$ cat src/rtl/result_transmitter_if.sv
// Result word handshake between the result producer and the SPI transmitter.
//   tx_data  : N-bit result word (producer -> transmitter)
//   tx_valid : tx_data is valid (producer -> transmitter)
//   tx_ready : holding buffer empty (transmitter -> producer)
interface result_transmitter_if #(
  parameter int unsigned N = 80
);
  logic [N-1:0] tx_data;
  logic         tx_valid;
  logic         tx_ready;

  modport master (
    output tx_data,
    output tx_valid,
    input  tx_ready
  );

  modport slave (
    input  tx_data,
    input  tx_valid,
    output tx_ready
  );
endinterface

$ cat src/rtl/result_transmitter.sv
// SPI mode-0 slave transmitter: returns one buffered N-bit result word per
// chip-select frame to the Raspberry Pi, MSB first.
//   clk, rst  : system clock, synchronous active-high reset
//   tx        : result word handshake (slave side)
//   RPiclk    : SPI clock from the Pi (asynchronous)
//   cs1       : SPI chip select from the Pi, active-low (asynchronous)
//   MISO      : serial data to the Pi
//   tx_busy   : frame in progress (SHIFT or WAIT_CS)
//   tx_done   : pulse, all N bits sampled by the Pi
//   tx_abort  : pulse, cs1 rose before N bits completed
//   underrun  : pulse, frame started with an empty holding buffer
module result_transmitter #(
  parameter int unsigned N = 80
) (
  input  logic                   clk,
  input  logic                   rst,
  result_transmitter_if.slave    tx,
  input  logic                   RPiclk,
  input  logic                   cs1,
  output logic                   MISO,
  output logic                   tx_busy,
  output logic                   tx_done,
  output logic                   tx_abort,
  output logic                   underrun
);

  localparam int unsigned CW = $clog2(N + 1);

  typedef enum logic [1:0] {IDLE, SHIFT, WAIT_CS} state_t;

  state_t         state;
  logic [N-1:0]   buf_word;
  logic           buf_full;
  logic [N-1:0]   shreg;
  logic [CW-1:0]  cnt;

  logic           sclk_meta, sclk_sync, sclk_dly;
  logic           cs_meta, cs_sync, cs_dly;
  logic [1:0]     settle;
  logic           armed;

  logic           cs_fall, cs_rise, sclk_rise, sclk_fall;

  // Edge events on the synchronized SPI pins
  always_comb begin
    cs_fall   = armed & cs_dly & ~cs_sync;
    cs_rise   = ~cs_dly & cs_sync;
    sclk_rise = ~sclk_dly & sclk_sync;
    sclk_fall = sclk_dly & ~sclk_sync;
  end

  assign tx.tx_ready = ~buf_full;

  // Synchronizers, holding buffer and frame FSM
  always_ff @(posedge clk) begin
    if (rst) begin
      sclk_meta <= 1'b0;
      sclk_sync <= 1'b0;
      sclk_dly  <= 1'b0;
      cs_meta   <= 1'b1;
      cs_sync   <= 1'b1;
      cs_dly    <= 1'b1;
      settle    <= 2'd0;
      armed     <= 1'b0;
      state     <= IDLE;
      buf_word  <= '0;
      buf_full  <= 1'b0;
      shreg     <= '0;
      cnt       <= '0;
      MISO      <= 1'b0;
      tx_busy   <= 1'b0;
      tx_done   <= 1'b0;
      tx_abort  <= 1'b0;
      underrun  <= 1'b0;
    end else begin
      sclk_meta <= RPiclk;
      sclk_sync <= sclk_meta;
      sclk_dly  <= sclk_sync;
      cs_meta   <= cs1;
      cs_sync   <= cs_meta;
      cs_dly    <= cs_sync;

      // After reset the chain holds forced values for a few cycles; only
      // accept a frame once cs1 has really been seen high, so a cs1 that
      // was already low through reset does not start a frame.
      if (settle != 2'd3) settle <= settle + 2'd1;
      if (settle == 2'd3 && cs_sync) armed <= 1'b1;

      tx_done  <= 1'b0;
      tx_abort <= 1'b0;
      underrun <= 1'b0;

      // Capture only into an empty buffer; a frame start can therefore only
      // clear a buffer that did not capture in the same cycle.
      if (tx.tx_valid && !buf_full) begin
        buf_word <= tx.tx_data;
        buf_full <= 1'b1;
      end

      case (state)
        IDLE: begin
          MISO <= 1'b0;
          if (cs_fall) begin
            state    <= SHIFT;
            tx_busy  <= 1'b1;
            cnt      <= '0;
            shreg    <= buf_full ? buf_word : '0;
            MISO     <= buf_full & buf_word[N-1];
            underrun <= ~buf_full;
            if (buf_full) buf_full <= 1'b0;
          end
        end

        SHIFT: begin
          if (cs_rise) begin
            state    <= IDLE;
            tx_busy  <= 1'b0;
            tx_abort <= 1'b1;
            cnt      <= '0;
            shreg    <= '0;
            MISO     <= 1'b0;
          end else if (sclk_rise) begin
            if (cnt != CW'(N)) cnt <= cnt + CW'(1);
            if (cnt == CW'(N - 1)) begin
              state   <= WAIT_CS;
              tx_done <= 1'b1;
              MISO    <= 1'b0;
            end
          end else if (sclk_fall && cnt < CW'(N)) begin
            shreg <= {shreg[N-2:0], 1'b0};
            MISO  <= shreg[N-2];
          end
        end

        WAIT_CS: begin
          MISO <= 1'b0;
          if (cs_rise) begin
            state   <= IDLE;
            tx_busy <= 1'b0;
            cnt     <= '0;
          end
        end

        default: begin
          state   <= IDLE;
          tx_busy <= 1'b0;
          MISO    <= 1'b0;
        end
      endcase
    end
  end

endmodule

$ cat src/flat_wrapper.sv
// flat-port wrapper written by rule: the top's interface ports become plain ports
module result_transmitter_flat 
#(
  parameter int unsigned N = 80
)
  (clk, rst, RPiclk, cs1, MISO, tx_busy, tx_done, tx_abort, underrun, tx_tx_data, tx_tx_valid, tx_tx_ready);
  result_transmitter_if #(.N(N)) tx_i ();
  input  logic clk;
  input  logic rst;
  input  logic RPiclk;
  input  logic cs1;
  output logic MISO;
  output logic tx_busy;
  output logic tx_done;
  output logic tx_abort;
  output logic underrun;
  input wire logic [$bits(tx_i.tx_data)-1:0] tx_tx_data;
  input wire logic [$bits(tx_i.tx_valid)-1:0] tx_tx_valid;
  output wire logic [$bits(tx_i.tx_ready)-1:0] tx_tx_ready;
  assign tx_i.tx_data = tx_tx_data;
  assign tx_i.tx_valid = tx_tx_valid;
  assign tx_tx_ready = tx_i.tx_ready;
  result_transmitter #(.N(N)) u_core (.clk(clk), .rst(rst), .tx(tx_i), .RPiclk(RPiclk), .cs1(cs1), .MISO(MISO), .tx_busy(tx_busy), .tx_done(tx_done), .tx_abort(tx_abort), .underrun(underrun));
endmodule
$ cat config.mk
export PLATFORM = sky130hd
export DESIGN_NAME = result_transmitter_flat
export DESIGN_NICKNAME = d
export VERILOG_FILES = /design/src/rtl/result_transmitter_if.sv /design/src/rtl/result_transmitter.sv /design/src/flat_wrapper.sv
export SDC_FILE = /design/constraint.sdc
export NUM_CORES = 1
export LEC_CHECK = 0
export ABC_CLOCK_PERIOD_IN_PS = 5230
export BUFFER_PORTS_ARGS = -buffer_cell sky130_fd_sc_hd__buf_2
export CAP_MARGIN = 5
export CORE_ASPECT_RATIO = 0.7
export CORE_UTILIZATION = 55
export CTS_BUF_LIST = sky130_fd_sc_hd__clkbuf_4
export DETAILED_ROUTE_END_ITERATION = 12
export GPL_ROUTABILITY_DRIVEN = 0
export PLACE_DENSITY = 0.83
export SKIP_CTS_REPAIR_TIMING = 1
export SYNTH_ARGS = -nofsm -noshare
export SYNTH_HDL_FRONTEND = slang
export SYNTH_SLANG_ARGS = --single-unit
$ cat constraint.sdc
create_clock -name clk -period 5.23 [get_ports clk]
set_input_delay 0.2615 -clock clk [delete_from_list [all_inputs] [get_ports clk]]
set_output_delay 0.2615 -clock clk [all_outputs]
set_load 0.02 [all_outputs]
==> results.md, run 1 <==
- Comb power frac: 13.3%
- Clock transition at path regs: 0.14 ns
- Crit end category: register
- CP required: approximately 5.7 ns
- Asr flop ratio synth: 0%
- Boundary pin count: 91
- WS Path Type: register to register
- Final setup TNS: 0 ns
- Antenna-violating nets left: 0
- First-pass GRT wire length: around 25 mm
- Power per cell area: 299 mW/mm²
- Max stage delay on crit path: 0.70 ns
- Arrival @ worst endpoint: 3.48 ns
- Die area: 0.0141 mm²
- Input/output buffers: 90
- Max Cap Viol: 0
- Max-slew headroom at the worst pin: 31.9%
- Synth top area share: ~50%
- 1st-pass router iterations: 7
- Setup ws final: between 2 and 2.5 ns
- Max Clk Rate: 330 MHz
- CTS buffer count: 17
- Initial DRC Count: 526
- Internal cell power: 1.93 mW
- CTS max path bufs: 2
- Post-Syn Instances: approximately 830
- Clk sinks: 183
- Sw Pwr: 0.755 mW
- Yosys cell types: 40
- Synth cell count leaders: dfxtp_1, nand2_1, nor2_1, a21oi_1, a22oi_1
- Slew Limit Fails: 0
- Status: finished, final reports clean
- Lkg Pwr: 3.11 nW
- H-tree depth: 4
- Peak supply drop: 0.167 mV
- Post-synth EDFFs: 0
- CP Max Fanout: 98
- Worst-skew pair later-pin latency: 0.56 ns
- CTS root buf: clkbuf_4
- Crit-path cells: inv_1 -> ha_1 -> nand2b_1 -> a2111oi_2 -> or3_4 -> buf_12 -> nor2_1 -> a211oi_1
- Top post-synthesis cells by area: dfxtp_1, a211oi_2, nand2_1
- Sequential share of power: 55.3%
- Ant. Diodes: 0
- Flops & latches, synth: 183
- Die Y: approximately 100 µm
- Switching share of total power: 28.1%
- CP top delay family: simple AND/OR/NAND/NOR gates
- Final setup viols: 0
- Proportion of layout cells with a drive suffix above 1: a little over 20%
- CP Buf/Inv Count: 2
- Register area share after synthesis: 49.0%
- Average size of a mapped cell: 8.96 µm²
- CTS tree: yes
- Syn nets: 926
- Layout overhead on the synthesized area: 20.5%
- Cell taking the most area after synthesis: dfxtp_1
- Unrepaired setup endpoints after global routing: no
- Final net count: 1050
- Avg Vias per Cell: 5.44
- Grt ovf: 0
- Area of the core: 0.0132 mm²
- Placement Setup Slack: ~2.3 ns
- Vias in the first global route: approximately 5.2k
- Clock share of power: 31.4%
- Count leader, synth: dfxtp_1
- Period utilization: 58.0%
- DRC: 0
- DP HPWL: 9.14 mm
- Mapped Area: 0.00747 mm²
- Tmin final: slightly above 3 ns
- Actual slew at the worst max-slew pin: 1.02 ns
- Gr usage total: 22.1%
- Final wirelength: 16.5 mm
- WL per Instance: 14.3 µm
- HP Class: input port to register
- Die Wd: around 140 µm
- Pwr Total: 2.69 mW
- Critical Path Slowest Stage Cell: or3_4
- Setup crit start kind: register
- Starting Density: 56.5%
- Worst clock skew: 0.0297 ns
- Synth Flop Type: dfxtp_1
- Vias: 6293
- Yosys warnings: 0
- Largest net degree at the start of global routing: 121
- Row count: 35
- Initial antenna violation count: 0
- Final Hold Vio Count: 0
metrics by stage:
step | hold slack, ns | std cells | util (%) | cell area [µm²]
after floorplan | 0.365 | 834 | - | 7470
after global placement | 0.410 | 1043 | 59.5 | 7880
after detailed placement | 0.402 | 1043 | 59.5 | 7880
after CTS | -0.125 | 1075 | 62.0 | 8190
after global routing | 0.0104 | 1156 | 68.1 | 9000
final | 0.0352 | 1156 | 68.1 | 9000
per-layer routing:
layer	track usage (%)	wire length, µm	up-vias
met1	33.8	8110	2957
met4	6.52	158	0
met5	0	0	-
met3	4.38	724	13
met2	31.0	7500	140
li1	-	-	3183
kinds of logic after synthesis:
logic type	share of synthesized area, %
fa+ha+maj	1.17
xor+xnor	0.117
mux	0.552
simple gates	16.1
flops	49.0
compound gates	27.8
buf+inv	5.27
worst paths after layout:
path | endpoint | startpoint | cells after the start | slack, ns
max | u_core.shreg[74]$_SDFFE_PP0P_ | u_core.state[1]$_SDFFE_PP0P_ | 8 | 2.20
min | u_core.buf_word[49]$_SDFFE_PP0P_ | tx_tx_data[49] | 3 | 0.04
max reg2reg | u_core.shreg[74]$_SDFFE_PP0P_ | u_core.state[1]$_SDFFE_PP0P_ | 8 | 2.20
min reg2reg | u_core.cs_sync$_SDFF_PP1_ | u_core.cs_meta$_SDFF_PP1_ | 1 | 0.44
final cells by class:
class | count | area [µm²]
fillers | 1042 | 4220
flip-flops and latches | 183 | 3660
multi-input cells | 572 | 3440
repair buffers | 177 | 1330
well taps | 185 | 231
clock inverters | 15 | 191
clock buffers | 17 | 128
inverters | 7 | 26.3
worst register-to-register path, stage by stage (launching register included):
cell and delay [ns]:
dfxtp_1 0.41, inv_1 0.11, ha_1 0.27, nand2b_1 0.19, a2111oi_2 0.43, or3_4 0.70, buf_12 0.50, nor2_1 0.12
a211oi_1 0.23
state kept, by name, summed over array words and instances, names as in the netlist, 2 cells and up:
register,cells
u_core.cnt,7
u_core.settle,2
u_core.shreg,79
u_core.state,2
u_core.buf_word,80
cell usage in the layout, fill, tap and decap left out, types with 3 or more instances in the layout:
master	count
dfxtp_1	183
nand2_1	167
nor2_1	93
buf_2	89
a21oi_1	86
dlygate4sd3_1	81
a22oi_1	78
a211oi_2	60
a211oi_1	19
clkbuf_4	17
inv_1	7
nand2b_1	7
ha_1	7
a31oi_1	5
buf_4	5
nand3_1	4
and3_1	4
a311oi_1	4
nor3_1	4
mux2i_1	3
o21ai_0	3
or2_2	3
clkinvlp_4	3
clkinv_4	3
inv_6	3
bufinv_16	3
power by group through the flow:
stage	clock network (mW)	registers (mW)	logic, mW
3_3_place_gp	0	1.51	0.301
2_1_floorplan	0	1.51	0.229
4_1_cts	0.861	1.49	0.308
3_5_place_dp	0	1.52	0.306
5_1_grt	0.923	1.49	0.397
6_report	0.843	1.49	0.358
Note: power is estimated with default switching activity, not from simulation.
==> inputs of run 2 (changes only) <==
--- a/config.mk
+++ b/config.mk
@@ -5,7 +5,8 @@
 export SDC_FILE = /design/constraint.sdc
 export NUM_CORES = 1
 export LEC_CHECK = 0
-export ABC_CLOCK_PERIOD_IN_PS = 5230
+export ABC_AREA = 1
+export ABC_CLOCK_PERIOD_IN_PS = 2840
 export BUFFER_PORTS_ARGS = -buffer_cell sky130_fd_sc_hd__buf_2
 export CAP_MARGIN = 5
 export CORE_ASPECT_RATIO = 0.7
==> constraint.sdc (replaced) <==
create_clock -name clk -period 2.84 [get_ports clk]
set_input_delay 0.142 -clock clk [delete_from_list [all_inputs] [get_ports clk]]
set_output_delay 0.142 -clock clk [all_outputs]
set_load 0.02 [all_outputs]
==> results.md, run 2 <==
- Post-Syn Instances: 1069 (+28%)
- CTS max path bufs: 2 (unchanged)
- Critical Path Slowest Stage Cell: inv_6
- Synth cell count leaders: nor2_1, dfxtp_1, nand2_1, o21ai_0, o21ai_1
- Proportion of layout cells with a drive suffix above 1: 14.3% (-6.2 points)
- Commonest non-fill, non-tap cell in the layout: nor2_1
- Vias: 6982 (+11%)
- Lkg Pwr: 3.84 nW (+23%)
- CP Max Fanout: 78 (-20%)
- CTS buffer count: 17 (unchanged)
- DRC: 0 (unchanged)
- HP Class: input port to register
- Final Hold Vio Count: 0 (unchanged)
- Clock transition at path regs: 0.16 ns (+0.02 ns)
- Switching share of total power: 34.8% (+6.7 points)
- Post-synth EDFFs: 0 (unchanged)
- Final wirelength: 17.3 mm (+4.7%)
- Gr usage total: 22.6% (+0.48 points)
- Initial antenna violation count: 0 (unchanged)
- Sequential share of power: 52.1% (-3.2 points)
- CTS root buf: clkbuf_4
- Final setup TNS: 0 ns (unchanged)
- Status: finished, final reports clean
- FILL cells: 1140 (+9.4%)
- Mapped Area: 0.00772 mm² (+3.3%)
- Starting Density: 57.4% (+0.94 points)
- Die area: 0.0145 mm² (+3.3%)
- Grt ovf: 0 (unchanged)
- Cell Area, Placed: 0.00807 mm² (+2.5%)
- Antenna-violating nets left: 0 (unchanged)
- Placement Setup Slack: 0.697 ns (-1.60 ns)
- Comb power frac: 26.6% (+13 points)
- Setup ws final: 0.653 ns (-1.54 ns)
- Yosys cell types: 31 (-23%)
- CTS tree: yes
- Crit end category: register
- DP HPWL: 9.89 mm (+8.2%)
- Reg with most FFs: u_core.buf_word
- Top post-synthesis cells by area: dfxtp_1, nor2_1, nand2_1
- Max Clk Rate: 457 MHz (+39%)
- Peak supply drop: 0.327 mV (+95%)
- H-tree depth: 4 (unchanged)
- Worst-skew pair later-pin latency: 0.57 ns (about the same)
- Internal cell power: 3.89 mW (+100%)
- Layout overhead on the synthesized area: 18.5%
- Synth top area share: 47.4% (-1.6 points)
- Boundary pin count: 91 (unchanged)
- Clock share of power: 21.3% (-10 points)
- Worst clock skew: 0.0184 ns (-0.0113 ns)
- Max Cap Viol: 0 (unchanged)
- Crit-path cells: inv_1 -> ha_1 -> nand2_2 -> o21a_4 -> nand2_8 -> inv_6 -> nor2_1 -> nor2_1
- Yosys warnings: 0 (unchanged)
- Average size of a mapped cell: 7.23 µm² (-19%)
- Slew Limit Fails: 0 (unchanged)
- Die Wd: 144 µm (+1.6%)
- Synth Flop Type: dfxtp_1
- Vias in the first global route: 5818 (+12%)
- WL per Instance: 12.3 µm (-14%)
- Top Registers: u_core.buf_word x80, u_core.shreg x79, u_core.cnt x7
- WS Path Type: register to register
- Flops & latches, synth: 183 (unchanged)
- Reg2Reg Setup Slack: 0.65 ns (-1.54 ns)
- 1st-pass router iterations: 6 (-1)
- Ant. Diodes: 0 (unchanged)
- Period utilization: 77.0% (+19 points)
- Final cell count without fillers: 1400 (+21%)
- Max stage delay on crit path: 0.58 ns (-0.12 ns)
- Most used cell, CP: nor2_1
- Asr flop ratio synth: 0% (unchanged)
- Max-slew headroom at the worst pin: 55.9% (+24 points)
- Finished Cell Area: 0.00916 mm² (+1.7%)
- Most frequent cells in the layout: nor2_1, dfxtp_1, nand2_1
- Avg Vias per Cell: 4.99 (-8.4%)
- Count leader, synth: nor2_1
- First-pass GRT wire length: 26.3 mm (+5.2%)
- Clk sinks: 183 (unchanged)
- Syn nets: 1161 (+25%)
- Initial DRC Count: 483 (-8.2%)
- Largest net degree at the start of global routing: 79 (-35%)
- Sw Pwr: 2.08 mW (+180%)
- Arrival @ worst endpoint: 2.70 ns (-0.78 ns)
- Max reg flops: 80 (unchanged)
- Die Y: 101 µm (+1.6%)
- Cell taking the most area after synthesis: dfxtp_1
- Setup crit start kind: register
- Input/output buffers: 90 (unchanged)
- Reg2Reg Depth: 8 (unchanged)
- CP required: 3.35 ns (-2.33 ns)
- DP Cell Count: 1284 (+23%)
- Area of the core: 0.0134 mm² (+1.7%)
- Power per cell area: 652 mW/mm² (+120%)
- Final setup viols: 0 (unchanged)
- Critical path endpoint: u_core.shreg[11]$_SDFFE_PP0P_
- Row count: 35 (unchanged)
- RR Endpoint: u_core.shreg[11]$_SDFFE_PP0P_
- Final net count: 1294 (+23%)
- Unrepaired setup endpoints after global routing: no
- Crit path from: u_core.state[0]$_SDFFE_PP0P_
- Tmin final: 2.19 ns (-0.846 ns)
- R2r startpoint: u_core.state[0]$_SDFFE_PP0P_
- Actual slew at the worst max-slew pin: 0.662 ns (-0.360 ns)
- Register area share after synthesis: 47.4% (-1.6 points)
## run 2: changes by cell type after synthesis, moves of 24 or more
cell,previous run,this run
a211oi_2,60,0
a21oi_1,86,58
a22oi_1,78,0
clkbuf_1,51,27
inv_1,7,65
nor2_1,94,235
o21ai_0,3,108
o21ai_1,0,102
## run 2: metal layers
metal,global-route usage (%),wire [µm],up-vias
li1,-,-,3662
met1,31.3,8310,3108
met2,35.8,7810,188
met3,4.63,879,24
met4,6.38,267,0
met5,0,0,-
## run 2: kinds of logic (layout without fill, tap and decap cells)
kind of cell | count (synthesis) | after routing | synth area share (%)
buffers and inverters | 144 | 290 | 9.25
XOR/XNOR | 1 | 1 | 0.113
adder cells (fa/ha/maj) | 7 | 7 | 1.13
AO/OA/AOI/OAI | 270 | 270 | 17.6
AND/OR/NAND/NOR | 464 | 464 | 24.4
flip-flops | 183 | 183 | 47.4
## run 2: worst min path at each step
stage	startpoint	cells past startpoint	slack [ns]	to
2_1_floorplan	rst	1	0.22	u_core.underrun$_SDFF_PP0_
3_3_place_gp	cs1	2	0.33	u_core.cs_meta$_SDFF_PP1_
3_5_place_dp	cs1	2	0.33	u_core.cs_meta$_SDFF_PP1_
4_1_cts	cs1	2	-0.26	u_core.cs_meta$_SDFF_PP1_
5_1_grt	cs1	3	0.27	u_core.cs_meta$_SDFF_PP1_
6_report	tx_tx_valid	3	0.27	u_core.buf_word[23]$_SDFFE_PP0P_
## run 2: layout make-up
class,instances,area (µm²),area share (%)
sequential,183,3660,40.0
multi-input combinational,742,3360,36.6
timing repair buffer,183,1370,15.0
inverter,75,292,3.18
tap,185,231,2.53
clock buffer,19,143,1.56
clock inverter,13,100,1.09
## run 2: stage by stage
step	power (mW)	utilization, %	hold slack, ns
2_1_floorplan	4.44	-	0.219
3_3_place_gp	4.59	60.0	0.332
3_5_place_dp	4.65	60.0	0.330
4_1_cts	5.89	61.9	-0.264
5_1_grt	6.38	68.1	0.272
6_report	5.97	68.1	0.269
## run 2: power by group through the flow
| stage | Clock (mW) | Combinational (mW) | Sequential [mW] |
|---|---|---|---|
| finish | 1.27 | 1.59 | 3.11 |
| global route | 1.42 | 1.81 | 3.15 |
| CTS | 1.30 | 1.49 | 3.11 |
| detailed placement | 0 | 1.48 | 3.16 |
| global placement | 0 | 1.44 | 3.15 |
| floorplan | 0 | 1.31 | 3.13 |
## run 2: worst max-delay path: cells and delay by family, from the launching register on
kind	cells	cell delay, ns
compound gates	1	0.16
buf+inv	2	0.67
flops	1	0.41
simple gates	4	0.59
fa+ha+maj	1	0.29
